===== src/rtl/led_seq_pkg.sv =====
// Shared encodings for the LED sequencer: controller state, display mode, chase direction.
// Pure type definitions; no logic, no latency, no flow control.
package led_seq_pkg;

  typedef enum logic [1:0] {
    ST_IDLE  = 2'd0,
    ST_RUN   = 2'd1,
    ST_PAUSE = 2'd2
  } state_t;

  typedef enum logic {
    MODE_CHASE = 1'b0,
    MODE_BLINK = 1'b1
  } mode_t;

  typedef enum logic {
    DIR_UP   = 1'b0,
    DIR_DOWN = 1'b1
  } dir_t;

endpackage


===== src/rtl/debounce_filter.sv =====
// Single-switch debouncer: output follows raw only after DEBOUNCE_LIMIT consecutive differing clocks.
// Latency DEBOUNCE_LIMIT clocks from a stable raw change; no backpressure.
module debounce_filter #(
  parameter int DEBOUNCE_LIMIT = 250000
) (
  input  logic i_Clk,
  input  logic i_Rst,
  input  logic i_Raw,
  output logic o_Level
);

  localparam int CW = (DEBOUNCE_LIMIT > 1) ? $clog2(DEBOUNCE_LIMIT) : 1;
  localparam logic [CW-1:0] LAST = CW'(DEBOUNCE_LIMIT - 1);

  logic [CW-1:0] cnt;

  // Any clock where raw agrees with the accepted level restarts the qualification window.
  always_ff @(posedge i_Clk or posedge i_Rst) begin
    if (i_Rst) begin
      cnt     <= '0;
      o_Level <= 1'b0;
    end else if (i_Raw == o_Level) begin
      cnt <= '0;
    end else if (cnt == LAST) begin
      cnt     <= '0;
      o_Level <= i_Raw;
    end else begin
      cnt <= cnt + CW'(1);
    end
  end

endmodule


===== src/rtl/led_sequencer.sv =====
// Four-button LED pattern sequencer (chase / blink-all) with run/pause, direction and speed control.
// Button action lands 2 clocks after debounced release, LEDs 1 clock after that; no backpressure.
module led_sequencer
  import led_seq_pkg::*;
#(
  parameter int DEBOUNCE_LIMIT = 250000,
  parameter int STEP_CLKS      = 6250000
) (
  input  logic i_Clk,
  input  logic i_Rst,
  input  logic i_Switch_1,
  input  logic i_Switch_2,
  input  logic i_Switch_3,
  input  logic i_Switch_4,
  output logic o_LED_1,
  output logic o_LED_2,
  output logic o_LED_3,
  output logic o_LED_4,
  output logic o_Running
);

  localparam int CW = $clog2(STEP_CLKS);

  logic [3:0] raw, lvl, lvl_d, rel;

  assign raw = {i_Switch_4, i_Switch_3, i_Switch_2, i_Switch_1};

  for (genvar g = 0; g < 4; g++) begin : g_db
    debounce_filter #(
      .DEBOUNCE_LIMIT(DEBOUNCE_LIMIT)
    ) u_db (
      .i_Clk  (i_Clk),
      .i_Rst  (i_Rst),
      .i_Raw  (raw[g]),
      .o_Level(lvl[g])
    );
  end

  // Release pulse is registered so it trails the debounced fall by one clock.
  always_ff @(posedge i_Clk or posedge i_Rst) begin
    if (i_Rst) begin
      lvl_d <= '0;
      rel   <= '0;
    end else begin
      lvl_d <= lvl;
      rel   <= lvl_d & ~lvl;
    end
  end

  state_t state_q, state_d;

  always_ff @(posedge i_Clk or posedge i_Rst) begin
    if (i_Rst) state_q <= ST_IDLE;
    else       state_q <= state_d;
  end

  always_comb begin
    state_d = state_q;
    if (rel[0]) begin
      case (state_q)
        ST_IDLE:  state_d = ST_RUN;
        ST_RUN:   state_d = ST_PAUSE;
        ST_PAUSE: state_d = ST_RUN;
        default:  state_d = ST_IDLE;
      endcase
    end
  end

  dir_t          dir;
  mode_t         mode;
  logic [1:0]    speed;
  logic [1:0]    pos;
  logic          phase;
  logic [CW-1:0] step_cnt;
  logic [CW:0]   period_last;
  logic          tick, clr;

  // One extra bit so STEP_CLKS itself is representable when it is a power of two.
  assign period_last = ((CW+1)'(STEP_CLKS) >> speed) - (CW+1)'(1);
  assign tick        = (state_q == ST_RUN) && ({1'b0, step_cnt} == period_last);
  assign clr         = rel[2] | rel[3];

  always_ff @(posedge i_Clk or posedge i_Rst) begin
    if (i_Rst) begin
      dir      <= DIR_UP;
      mode     <= MODE_CHASE;
      speed    <= 2'd0;
      pos      <= 2'd0;
      phase    <= 1'b0;
      step_cnt <= '0;
    end else begin
      if (rel[1]) dir   <= (dir == DIR_UP) ? DIR_DOWN : DIR_UP;
      if (rel[2]) speed <= speed + 2'd1;
      if (rel[3]) mode  <= (mode == MODE_CHASE) ? MODE_BLINK : MODE_CHASE;

      if (clr)                    step_cnt <= '0;
      else if (state_q == ST_RUN) step_cnt <= tick ? '0 : step_cnt + CW'(1);

      // A speed/mode change in the tick clock swallows that step.
      if (rel[3])
        pos <= 2'd0;
      else if (tick && !clr && mode == MODE_CHASE)
        pos <= (dir == DIR_UP) ? pos + 2'd1 : pos - 2'd1;

      if (tick && !clr && mode == MODE_BLINK) phase <= ~phase;
    end
  end

  logic [3:0] led_d, led_q;

  always_comb begin
    led_d = '0;
    if (state_q != ST_IDLE) begin
      if (mode == MODE_CHASE) led_d[pos] = 1'b1;
      else                    led_d      = {4{phase}};
    end
  end

  always_ff @(posedge i_Clk or posedge i_Rst) begin
    if (i_Rst) begin
      led_q     <= '0;
      o_Running <= 1'b0;
    end else begin
      led_q     <= led_d;
      o_Running <= (state_q == ST_RUN);
    end
  end

  assign o_LED_1 = led_q[0];
  assign o_LED_2 = led_q[1];
  assign o_LED_3 = led_q[2];
  assign o_LED_4 = led_q[3];

endmodule


===== config.mk =====
export PLATFORM = sky130hd
export DESIGN_NAME = led_sequencer
export DESIGN_NICKNAME = d
export VERILOG_FILES = /design/src/rtl/led_seq_pkg.sv /design/src/rtl/debounce_filter.sv /design/src/rtl/led_sequencer.sv
export SDC_FILE = /design/constraint.sdc
export NUM_CORES = 1
export LEC_CHECK = 0
export BUFFER_PORTS_ARGS = -buffer_cell sky130_fd_sc_hd__buf_2
export CAP_MARGIN = 5
export CELL_PAD_IN_SITES_DETAIL_PLACEMENT = 1
export CELL_PAD_IN_SITES_GLOBAL_PLACEMENT = 2
export CORE_MARGIN = 2
export CORE_UTILIZATION = 29
export CTS_CLUSTER_SIZE = 16
export DETAILED_ROUTE_END_ITERATION = 12
export GPL_ROUTABILITY_DRIVEN = 1
export PLACE_DENSITY_LB_ADDON = 0.1
export SYNTH_ARGS = -nofsm -noshare
export SYNTH_HDL_FRONTEND = slang
export SYNTH_HIERARCHICAL = 1
export SYNTH_SLANG_ARGS = --single-unit

===== constraint.sdc =====
create_clock -name i_Clk -period 6.56 [get_ports i_Clk]
set_input_delay 0.656 -clock i_Clk [delete_from_list [all_inputs] [get_ports i_Clk]]
set_output_delay 0.656 -clock i_Clk [all_outputs]
set_load 0.01 [all_outputs]

== Yosys cells after proc, flatten, opt, wreduce, memory -nomap -nowiden ==
Index checks and enable logic that the tools add are counted.
Operators by class
  $add $sub $neg: 9
  magnitude comparators: 2
  equality and inequality tests: 11
  shift-type cells: 1
  muxes and demuxes: 21
  bitwise gates (word level): 9
  reductions and logical operators: 15
Operators with widths (number)
  18-bit two-way mux: 8
  18-bit by 1-bit adder with 18-bit output, second input constant: 4
  18-bit equality test, second input constant: 4
  23-bit two-way mux: 3
  23-bit by 24-bit equality test with 1-bit output: 1
  23-bit by 2-bit right shift with 24-bit output, first input constant: 1
  24-bit by 2-bit subtractor with 24-bit output, second input constant: 1
  23-bit by 1-bit adder with 23-bit output, second input constant: 1
  4-bit two-way mux: 2
  2-bit AND reduction: 4
  2-bit two-way mux: 3
  1-bit NOT: 6
  2-bit nonzero test: 3
  1-bit logical AND: 5
  2-bit by 1-bit adder with 2-bit output, second input constant: 2
  4-bit AND: 1
  1-bit equality test: 4
  4-bit NOT: 1
  2-bit one-hot mux with 2 select lines: 1
  2-bit by 3-bit < comparator with 1-bit output, second input constant: 1
  1-bit two-way mux: 3
  1-bit demux with 2-bit select: 1
  2-bit by 1-bit equality test with 1-bit output, second input constant: 1
  2-bit equality test, second input constant: 1
  6 further kinds: 6
Word-level totals
  register bits after elaboration: 121
  bits of input ports: 6
  output and inout port bits: 5
  logic and storage cells: 87

== Logic depth before layout (Yosys ltp) ==
Gate-level depths: netlist of run 1.
  depth in word-level cells: 8
  mapped depth: 10
  gate-level depth less buffers: 9

== Modules after synthesis ==
Netlist of run 1, hierarchy kept.
By module, submodules not included
  debounce_filter: times used 4, cells an instance 93, area an instance 962.2 sq um, seq. area each 475.5 sq um
  led_sequencer: times used 1, cells an instance 276, area an instance 2551.2 sq um, seq. area each 1126.1 sq um

== Worst setup path after synthesis of run 1 ==
OpenSTA, ideal clock, no wires.
  kind: reg-to-reg
  start point: register speed[0]
  end point: register pos[1]
  setup time: 0.077 ns
  arrival: 3.049 ns
  data required time: 6.483 ns
  setup slack: 3.433 ns
  cell stages (with the launch flop): 10
  path buffers: 0
  clock period less this slack: 3.127 ns
  path through: dfrtp_1 > inv_1 > ha_1 > ha_1 > or4b_1 > or4_1 > a211oi_2 > nand3_2 > or4b_1 > a21oi_1
Between the ends
  longest elaborated chain between the ends: 7
RTL lines
  from (decl): line led_sequencer.sv:71  | logic [1:0] speed;
  from (signal assigned): line led_sequencer.sv:93  | if (rel[2]) speed <= speed + 2'd1;
  23-bit by 2-bit right shift with 24-bit output: line led_sequencer.sv:79  | assign period_last = ((CW+1)'(STEP_CLKS) >> speed) - (CW+1)'(1);
  24-bit by 2-bit subtractor with 24-bit output: line led_sequencer.sv:79
  23-bit by 24-bit equality test with 1-bit output: line led_sequencer.sv:80  | assign tick = (state_q == ST_RUN) && ({1'b0, step_cnt} == period_last);
  1-bit logical AND: line led_sequencer.sv:80
  1-bit logical AND (2 in series): line led_sequencer.sv:102  | else if (tick && !clr && mode == MODE_CHASE)
  2-bit nonzero test (no source line)
  to (signal assigned): line led_sequencer.sv:103  | pos <= (dir == DIR_UP) ? pos + 2'd1 : pos - 2'd1;
  to (decl): line led_sequencer.sv:72  | logic [1:0] pos;
Every way passes these cells.
A chain may end at the register's enable or synchronous reset.

== Worst setup path in the final report of run 1 ==
  start point: register speed[0]
  end point: register step_cnt[17]
Between the ends
  longest elaborated chain between the ends: 7
RTL lines
  23-bit by 2-bit right shift with 24-bit output: line led_sequencer.sv:79
  24-bit by 2-bit subtractor with 24-bit output: line led_sequencer.sv:79
  23-bit by 24-bit equality test with 1-bit output: line led_sequencer.sv:80
  1-bit logical AND: line led_sequencer.sv:80
  23-bit two-way mux (2 in series): line led_sequencer.sv:97  | else if (state_q == ST_RUN) step_cnt <= tick ? '0 : step_cnt + CW'(1);
  23-bit two-way mux: line led_sequencer.sv:96  | if (clr) step_cnt <= '0;
  to (signal assigned): line led_sequencer.sv:97
  to (decl): line led_sequencer.sv:74  | logic [CW-1:0] step_cnt;
Every way passes these cells. The select of a mux whose other input is x is not followed.

==> results of run 1 <==
[worst register-to-register path, cell delays in order (launching register included)]
cell and delay [ns]:
dfrtp_1 0.52, inv_1 0.16, ha_1 0.28, ha_1 0.19
or4b_1 0.51, or4_1 0.50, a211oi_2 0.45, nand3_1 0.65
nand4_1 0.32, o311ai_0 0.17
[per-stage QoR]
| step | setup WS [ns] | total power, mW |
|---|---|---|
| 3_5_place_dp | 2.731 | 0.8147 |
| 5_1_grt | 2.435 | 1.790 |
| 3_3_place_gp | 2.864 | 0.8130 |
| 4_1_cts | 2.700 | 1.747 |
| 6_report | 2.655 | 1.713 |
| 2_1_floorplan | 3.433 | 0.8022 |
[registers in the layout, indices dropped and copies added (netlist names)]
signal and cells:
led_q 4, rel 4, g_db.u_db/cnt 72, pos 2
speed 2, phase 1, lvl_d 4, state_q 2
step_cnt 23, mode 1, o_Running 1, g_db.u_db/o_Level 4
dir 1
[worst max-delay path by stage]
stage / from / to / cells after the start
floorplan: speed[0]$_DFFE_PP0P_ / pos[1]$_DFFE_PP0P_ / 9
global placement: speed[0]$_DFFE_PP0P_ / step_cnt[19]$_DFFE_PP0P_ / 9
detailed placement: speed[0]$_DFFE_PP0P_ / step_cnt[17]$_DFFE_PP0P_ / 9
CTS: speed[0]$_DFFE_PP0P_ / step_cnt[17]$_DFFE_PP0P_ / 9
global route: speed[0]$_DFFE_PP0P_ / step_cnt[17]$_DFFE_PP0P_ / 9
finish: speed[0]$_DFFE_PP0P_ / step_cnt[17]$_DFFE_PP0P_ / 9
[layout make-up]
cell class,instances,area share
multi-input cells,492,0.4410
clock buffers,23,0.06578
inverters,14,0.007233
clock inverters,8,0.01309
repair buffers,11,0.007921
well taps,280,0.04822
flip-flops and latches,121,0.4167
[report_power, final]
part	internal (mW)	total, mW	switching [mW]	leakage, nW
Sequential	0.753	0.759	0.00616	1.68
Combinational	0.00970	0.0397	0.0300	1.23
Clock	0.584	0.914	0.331	0.279
Total	1.35	1.71	0.367	3.19
[cells by family after synthesis]
kind of cell | count (synthesis)
adder cells (fa/ha/maj) | 15
AO/OA/AOI/OAI | 71
AND/OR/NAND/NOR | 322
flip-flops | 121
buffers and inverters | 35
multiplexers | 5
XOR/XNOR | 79
[metal layers]
layer  GRT usage  vias to the layer above
met3     0.03385                       17
met5           0                        -
met4     0.04630                        0
li1            -                     2340
met2      0.2407                       35
met1      0.1946                     2477
[Yosys cell counts, types with 3 or more instances]
| master | instances | share of area |
|---|---|---|
| dfrtp_1 | 121 | 0.47 |
| nor2_1 | 86 | 0.050 |
| xor2_1 | 54 | 0.074 |
| nand2_1 | 50 | 0.029 |
| nand3_1 | 46 | 0.036 |
| nand4_1 | 31 | 0.030 |
| xnor2_1 | 25 | 0.034 |
| a21oi_1 | 23 | 0.018 |
| ha_1 | 15 | 0.029 |
| inv_1 | 14 | 0.0082 |
| and4_1 | 13 | 0.018 |
| nor4_1 | 13 | 0.013 |
| clkbuf_1 | 12 | 0.0070 |
| and3_1 | 11 | 0.011 |
| o21ai_0 | 11 | 0.0086 |
| or3_1 | 11 | 0.011 |
| nor2b_1 | 9 | 0.0088 |
| and4_2 | 8 | 0.013 |
| or4_1 | 8 | 0.0094 |
| a31oi_1 | 7 | 0.0068 |
| nor3_1 | 7 | 0.0055 |
| o31ai_1 | 7 | 0.0082 |
| and2_1 | 5 | 0.0049 |
| buf_2 | 5 | 0.0039 |
| mux2_2 | 5 | 0.0088 |
| nand2b_1 | 5 | 0.0049 |
| o311ai_0 | 5 | 0.0068 |
| buf_6 | 4 | 0.0070 |
| o41ai_4 | 4 | 0.017 |
| or4_4 | 4 | 0.0070 |
| nand3b_1 | 3 | 0.0035 |
| o22ai_1 | 3 | 0.0029 |
==> run metrics, run 1 <==
outcome finished, final reports clean; DP Cell Count 918; non-filler cells, final 949; clock sink total 121; Syn Std Cell Area 6400 µm²; count of buffers from port buffering 10; Fillers 2446; total global-route track usage 0.1473; setup TNS 0 ns; initial antenna violation count 0; final count of hold timing violations 0; Post-CTS Hold Fix Bufs 0; starting density of the core 0.2942; Max stage delay on crit path 0.65 ns; worst-path cell chain inv_1, ha_1, ha_1, or4b_1, or4_1, a211oi_2, nand3_1, nand4_1, o311ai_0; Buf/Inv on CP 1; Die Area 23270 µm²; CTS tree yes; Async S/R FF share, synth 1.000; HPWL after DPL 11.14 mm; First-pass DRT Iterations 4; multiplexer share of the synthesized area 0.008798; reg2reg end step_cnt[17]$_DFFE_PP0P_; most common cell after layout, fill and taps aside dfrtp_1; Initial DRC Count 190; Top delay family on crit path simple AND/OR/NAND/NOR gates; Synth Flop Type dfrtp_1; Reg area 3028 µm²; worst reg2reg setup slack 2.66 ns; Post-DP Area 6693 µm²; Final Wtd Congestion 0.7695; vias in the first global route 5211; max cap viols 0; Die W 152.6 µm; WL met3 384 µm; I/O pin count 11; Setup-failing EPs final 0; simple-gate portion of the synthesized area 0.2706; core footprint 21760 µm²; peak supply drop 0.1506 mV; max_slew headroom 0.3247; Syn Inst Count 648; FF-to-FF path depth 9; RSZ-0062 raised after global routing false; Area Growth Syn to Fin 13.53%; Fmax 0.2561 GHz; Design Area, Final 7266 µm²; CTS Buffer Depth 2; worst-path fanout max 16; drt total wl 16.00 mm; Root Driver clkbuf_16; Yosys cell types 49; Antenna Nets Post-Route 0; setup repair bufs after CTS 0; Die H 152.6 µm; Final min period 3.905 ns; post-synthesis average cell area 9.876 µm²; largest net degree at the start of global routing 46; metal2 WL 7.731 mm; row cnt 54; Compound-Gate Fraction of Synth Area 0.08387; post-route core utilization 0.3340; share of cells above drive strength 1 0.1016; Worst setup EP type flip-flop; worst skew pair latency 0.42 ns; Arr. time, crit path 4.17 ns; first-pass GRT wire length 27.57 mm; flops & latches, synth 121; leakage power 3.194 nW; nets 678; Critical Path Source Type flip-flop; H-tree depth 4; max layer used met4; Vias 4869; XOR/XNOR Fraction of Synth Area 0.1081; Slew Viols, Final 0; largest family of logic cells by synthesized area simple AND/OR/NAND/NOR gates; most frequent cells in the layout dfrtp_1, nor2_1, xor2_1; drc violations 0; global route overflow 0; Slowest-stage cell, CP nand3_1; Syn. warnings 6; TritonCTS Buffers 17; Post-Syn Nets 669; Final period util 0.5953; wire per inst 16.86 µm; Ant. Diodes 0; worst path required time 6.82 ns; clk slew on worst S/H paths 0.06 ns; worst min-delay path category in2async; Fin Hold WS 0.4318 ns; most frequent CP cell ha_1; DR vias/cell 5.131; Synth Area in Adders 0.02933; PostCTS Resize Cnt 0; M1 WL 7.672 mm; post-synthesis sequential area ratio 0.4731; Crit Path Class reg2reg; number of flops mapped to enable cells by yosys 0; PwrDens 235.8 nW/µm²; clk_skew 0.009248 ns; multi-input logic area 3204 µm²; Slew @ Worst Pin 1.010 ns; r2r startpoint speed[0]$_DFFE_PP0P_
Power figures use the tool's default switching activity.
==> run 2, diff against run 1 <==
clock period = 3.2 ns   (was 6.56 ns; I/O delays follow)
==> run 2 against run 1 <==
  * Sequential share of layout area shrank 1.5 points
  * Utilization grew 1.2 points
  * Power grew 120%
  * Die area is the same
  * Sequential cell count is the same
  * Worst hold slack lost 0.32 ns
  * Worst setup slack lost 2.5 ns
  * Non-clock buffer count grew 22
  * Sequential power grew 110%
  * Critical path type unchanged
  * Clock-buffer cell count grew 1
==> run metrics, run 2 (synthesis results as in run 1) <==
outcome finished, final reports clean; max cap viols 0 (unchanged); Slowest-stage cell, CP or4b_4; Area Growth Syn to Fin 17.69%; global route overflow 0 (unchanged); initial antenna violation count 0 (unchanged); max_slew headroom 0.3292 (+0.004533); total global-route track usage 0.1506 (+0.003361); core footprint 21760 µm² (unchanged); Ant. Diodes 0 (unchanged); worst skew pair latency 0.41 ns (about the same); leakage power 3.330 nW (+4.3%); NetSw 766.2 µW (+110%); Final min period 3.021 ns (-0.8842 ns); worst-path fanout max 4 (-12); Fmax 0.3310 GHz (+29%); final count of hold timing violations 0 (unchanged); most frequent CP cell or4b_4; CTS Buffer Depth 2 (unchanged); max reg flops 72 (unchanged); largest registers g_db.u_db/cnt: 72 flops, step_cnt: 23 flops; Initial DRC Count 226 (+19%); Switching Fraction 0.2052 (-0.008806); FF-to-FF path depth 9 (unchanged); Arr. time, crit path 3.35 ns (-0.82 ns); first-pass GRT wire length 28.50 mm (+3.4%); largest net degree at the start of global routing 46 (unchanged); starting density of the core 0.2942 (unchanged); Clk pwr share 0.560 (+0.026); Final Wtd Congestion 0.8285 (+7.7%); Power Total 3.734 mW (+120%); DR vias/cell 5.166 (+0.69%); Slew @ Worst Pin 1.005 ns (-0.004815 ns); vias in the first global route 5470 (+5.0%); worst min-delay path category in2async; Antenna Nets Post-Route 0 (unchanged); clock sink total 121 (unchanged); First-pass DRT Iterations 4 (unchanged); reg2reg end pos[1]$_DFFE_PP0P_; Setup-failing EPs final 0 (unchanged); RSZ-0062 raised after global routing false; most common cell after layout, fill and taps aside dfrtp_1; Design Area, Final 7532 µm² (+3.7%); Die W 152.6 µm (unchanged); Critical Path Source Type flip-flop; Biggest register g_db.u_db/cnt; worst path required time 3.53 ns (-3.29 ns); share of total power in combinational logic 0.023 (about the same); Post-DP Area 6835 µm² (+2.1%); HPWL after DPL 11.48 mm (+3.0%); clk slew on worst S/H paths 0.06 ns (about the same); Max stage delay on crit path 0.54 ns (-0.11 ns); share of cells above drive strength 1 0.1435 (+0.04183); Root Driver clkbuf_16; I/O pin count 11 (unchanged); worst reg2reg setup slack 0.18 ns (-2.48 ns); drt total wl 16.27 mm (+1.7%); drc violations 0 (unchanged); Slew Viols, Final 0 (unchanged); most frequent cells in the layout dfrtp_1, nor2_1, xor2_1; TritonCTS Buffers 17 (unchanged); Die H 152.6 µm (unchanged); Vias 5011 (+2.9%); peak supply drop 0.3708 mV (+150%); Worst setup EP type flip-flop; Reg power frac 0.417 (-0.026); Final period util 0.9440 (+0.3487); clk_skew 0.01055 ns (+0.001307 ns); Die Area 23270 µm² (unchanged); CTS tree yes; row cnt 54 (unchanged); count of buffers from port buffering 10 (unchanged); Crit Path Class reg2reg; wire per inst 16.77 µm (-0.54%); worst-path cell chain inv_2, ha_2, ha_1, or4b_4, or4_4, a211oi_4, nand3_2, or4b_4, a21oi_2; PwrDens 495.7 nW/µm² (+110%); r2r startpoint speed[0]$_DFFE_PP0P_; P_int 2.968 mW (+120%); H-tree depth 4 (unchanged); nets 700 (+3.2%)
==> run 2: per-stage QoR <==
| step | setup slack, ns | setup TNS, ns | cells | util | hold WS (ns) |
|---|---|---|---|---|---|
| finish | 0.1792 | 0 | 970 | 0.3462 | 0.1069 |
| global route | 0.04066 | 0 | 970 | 0.3462 | 0.1630 |
| CTS | 0.007697 | 0 | 969 | 0.3445 | 0.1454 |
| detailed placement | -0.09215 | -0.09215 | 937 | 0.3142 | 0.4295 |
| global placement | 0.006943 | 0 | 937 | 0.3142 | 0.4275 |
| floorplan | 0.07318 | 0 | 648 | - | 0.2711 |
==> run 2: timing repair <==
action,CTS,global route
endpoints found under the setup margin,1,15
pin swaps,1,3
hold buffers,0,0
buffers inserted,2,1
gates resized for setup,1,9
==> run 2: per-layer routing <==
metal  GRT usage  routed length [µm]  vias up
met2      0.2529                7931       35
met3     0.02474                 292       19
met5           0                   0        -
met1      0.2006                7820     2580
li1            -                   -     2377
met4     0.04541                 225        0
==> run 2: worst max-delay path by stage <==
stage / from / endpoint / slack [ns] / cells after the start
after global routing: speed[0]$_DFFE_PP0P_ / pos[1]$_DFFE_PP0P_ / 0.04 / 9
after detailed placement: speed[0]$_DFFE_PP0P_ / pos[1]$_DFFE_PP0P_ / -0.09 / 9
after global placement: speed[0]$_DFFE_PP0P_ / pos[1]$_DFFE_PP0P_ / 0.007 / 10
final: speed[0]$_DFFE_PP0P_ / pos[1]$_DFFE_PP0P_ / 0.18 / 9
after floorplan: speed[0]$_DFFE_PP0P_ / pos[1]$_DFFE_PP0P_ / 0.07 / 9
after CTS: speed[0]$_DFFE_PP0P_ / pos[1]$_DFFE_PP0P_ / 0.008 / 9
==> run 2: layout make-up <==
class / instances / area (µm²)
Sequential cell: 121 / 3029
Inverter: 14 / 52.55
Clock buffer: 24 / 501.7
Fill cell: 2480 / 14220
Multi-Input combinational cell: 492 / 3239
Clock inverter: 6 / 136.4
Timing Repair Buffer: 33 / 222.7
Tap cell: 280 / 350.3
==> run 2: power groups by stage <==
stage | registers [mW] | logic (mW) | clock network (mW)
after global placement | 1.58 | 0.0893 | 0
after global routing | 1.56 | 0.102 | 2.23
after floorplan | 1.58 | 0.0647 | 0
final | 1.56 | 0.0866 | 2.09
after CTS | 1.56 | 0.0928 | 2.16
after detailed placement | 1.58 | 0.0920 | 0
==> run 2: worst max-delay path: cells and delay by family (launching register included) <==
kind                     cells  cell delay (ns)
adder cells (fa/ha/maj)      2             0.38
AND/OR/NAND/NOR              4             1.61
buffers and inverters        1             0.08
flip-flops                   1             0.40
AO/OA/AOI/OAI                2             0.47
==> run 3, diff against run 2 <==
CELL_PAD_IN_SITES_DETAIL_PLACEMENT = 2   (was 1)
CORE_UTILIZATION = 25   (was 29)
RECOVER_POWER = 50   (was unset)
==> run 3 against run 2 <==
  * Cell area decreased by 0.23%
  * Die area increased by 16%
  * Sequential power about the same
  * Sequential share of layout area increased by 0.077 points
  * Critical endpoint unchanged
  * Largest power group unchanged
  * Highest routed layer unchanged
==> run metrics, run 3 (synthesis results as in run 1) <==
NetSw 817.1 µW (+6.6%); Initial DRC Count 156 (-31%); clk slew on worst S/H paths 0.06 ns (about the same); wire per inst 17.67 µm (+5.4%); clk_skew 0.008664 ns (-0.001890 ns); Arr. time, crit path 3.36 ns (about the same); most common cell after layout, fill and taps aside dfrtp_1; Setup-failing EPs final 0 (unchanged); CTS Buffer Depth 2 (unchanged); worst path required time 3.49 ns (-0.04 ns); final count of hold timing violations 0 (unchanged); DR vias/cell 4.951 (-4.2%); total global-route track usage 0.1453 (-0.005343); max cap viols 0 (unchanged); Final period util 0.9596 (+0.01565); largest registers g_db.u_db/cnt: 72 flops, step_cnt: 23 flops; vias in the first global route 5605 (+2.5%); leakage power 3.306 nW (-0.73%); TritonCTS Buffers 17 (unchanged); hold path cells 2; largest net degree at the start of global routing 46 (unchanged); Slew Viols, Final 0 (unchanged); max_slew headroom 0.2990 (-0.03016); Area Growth Syn to Fin 17.42%; HPWL after DPL 12.78 mm (+11%); I/O pin count 11 (unchanged); Fmax 0.3256 GHz (-1.6%); H-tree depth 4 (unchanged); Die Area 26900 µm² (+16%); max reg flops 72 (unchanged); Max stage delay on crit path 0.54 ns (about the same); drt total wl 18.04 mm (+11%); Final min period 3.071 ns (+0.05007 ns); Switching Fraction 0.2272 (+0.02195); Critical Path Source Type flip-flop; global route overflow 0 (unchanged); most frequent CP cell buf_4; Antenna Nets Post-Route 0 (unchanged); CTS tree yes; Clk pwr share 0.543 (-0.017); starting density of the core 0.2541 (-0.04002); drc violations 0 (unchanged); worst skew pair latency 0.42 ns (about the same); FF-to-FF path depth 10 (+1); Die H 164 µm (+7.5%); most frequent cells in the layout dfrtp_1, nor2_1, xor2_1; Ant. Diodes 0 (unchanged); Fin Hold WS 0.1673 ns (+0.06041 ns); outcome finished, final reports clean; Vias 5055 (+0.88%); Die W 164 µm (+7.5%); row cnt 58 (+7.4%); Design Area, Final 7515 µm² (-0.23%); peak supply drop 0.2604 mV (-30%); worst-path cell chain inv_2, ha_1, buf_4, or4b_1, or4_1, a211oi_2, nand3_2, buf_4, o41ai_1, a21oi_2; count of buffers from port buffering 10 (unchanged); Slew @ Worst Pin 1.051 ns (+0.04671 ns); share of total power in combinational logic 0.025 (+0.002); Post-CTS Hold Fix Bufs 0 (unchanged); Biggest register g_db.u_db/cnt; P_int 2.780 mW (-6.3%); Worst setup EP type flip-flop; Slowest-stage cell, CP or4b_1; share of cells above drive strength 1 0.1360 (-0.007444); first-pass GRT wire length 30.53 mm (+7.1%); Final Wtd Congestion 0.7659 (-7.6%); First-pass DRT Iterations 6 (+2); core footprint 25180 µm² (+16%); Power Total 3.597 mW (-3.7%); clock sink total 121 (unchanged); PwrDens 478.7 nW/µm² (-3.4%); Fillers 2763 (+11%); nets 700 (unchanged); Reg power frac 0.433 (+0.016); worst min-delay path category in2reg; Crit Path Class reg2reg; initial antenna violation count 0 (unchanged); worst-path fanout max 4 (unchanged); RSZ-0062 raised after global routing true; Post-DP Area 6898 µm² (+0.92%); Root Driver clkbuf_16
## run 3: cell types whose count changed in the layout (fill, tap and decap cells not counted), moves of 2 or more
cell,delta
clkinvlp_4,+2
ha_1,+2
clkbuf_8,-5
ha_2,-2
clkinv_2,+5
## run 3: cell type report
class	count	area (µm²)	share of cell area
Clock inverter	13	155.1	0.02065
Tap cell	330	412.9	0.05495
Timing Repair Buffer	33	225.2	0.02997
Multi-Input combinational cell	492	3212	0.4274
Clock buffer	18	429.2	0.05711
Inverter	14	52.55	0.006993
Sequential cell	121	3028	0.4029
## run 3: through the flow
| step | util | std cells | setup slack (ns) | setup TNS [ns] |
|---|---|---|---|---|
| 4_1_cts | 0.2971 | 1018 | 0.03412 | 0 |
| 3_5_place_dp | 0.2739 | 987 | 0.06722 | 0 |
| 6_report | 0.2984 | 1021 | 0.1292 | 0 |
| 3_3_place_gp | 0.2739 | 987 | 0.1644 | 0 |
| 2_1_floorplan | - | 648 | 0.07318 | 0 |
| 5_1_grt | 0.2984 | 1021 | -0.02738 | -0.04510 |
## run 3: final timing paths
check	startpoint	end	slack, ns
min reg2reg	g_db[0].u_db/o_Level$_DFFE_PP0P_	lvl_d[0]$_DFF_PP0_	0.44
max in group asynchronous	i_Rst	step_cnt[13]$_DFFE_PP0P_	2.16
min in group asynchronous	i_Rst	g_db[0].u_db/cnt[6]$_DFF_PP0_	0.25
max	speed[0]$_DFFE_PP0P_	pos[1]$_DFFE_PP0P_	0.13
min	i_Switch_1	g_db[0].u_db/o_Level$_DFFE_PP0P_	0.17
max reg2reg	speed[0]$_DFFE_PP0P_	pos[1]$_DFFE_PP0P_	0.13
## run 3: power groups by stage
stage / clock (mW) / combinational, mW / sequential, mW
floorplan: 0 / 0.0647 / 1.58
global placement: 0 / 0.0895 / 1.58
detailed placement: 0 / 0.0939 / 1.58
CTS: 2.02 / 0.0944 / 1.56
global route: 2.10 / 0.104 / 1.56
finish: 1.95 / 0.0883 / 1.56
## run 3: per-layer routing
layer	share of wire	wire [µm]	global-route usage	up-vias
met5	0	0	0	-
met4	0.0097	175	0.03549	0
met3	0.014	252	0.02500	11
met2	0.48	8593	0.2380	26
met1	0.50	9022	0.1996	2634
li1	-	-	-	2384
## run 3: what timing repair did
action                                  CTS  global route
resized for setup                         0             4
setup buffers                             0             3
endpoints found under the setup margin    0            12
## run 3: worst max-delay path: cells and delay by family (launching register included)
family / cells / cell delay, ns
compound gates: 3 / 0.73
fa+ha+maj: 1 / 0.22
buf+inv: 3 / 0.40
flops: 1 / 0.42
simple gates: 3 / 1.18
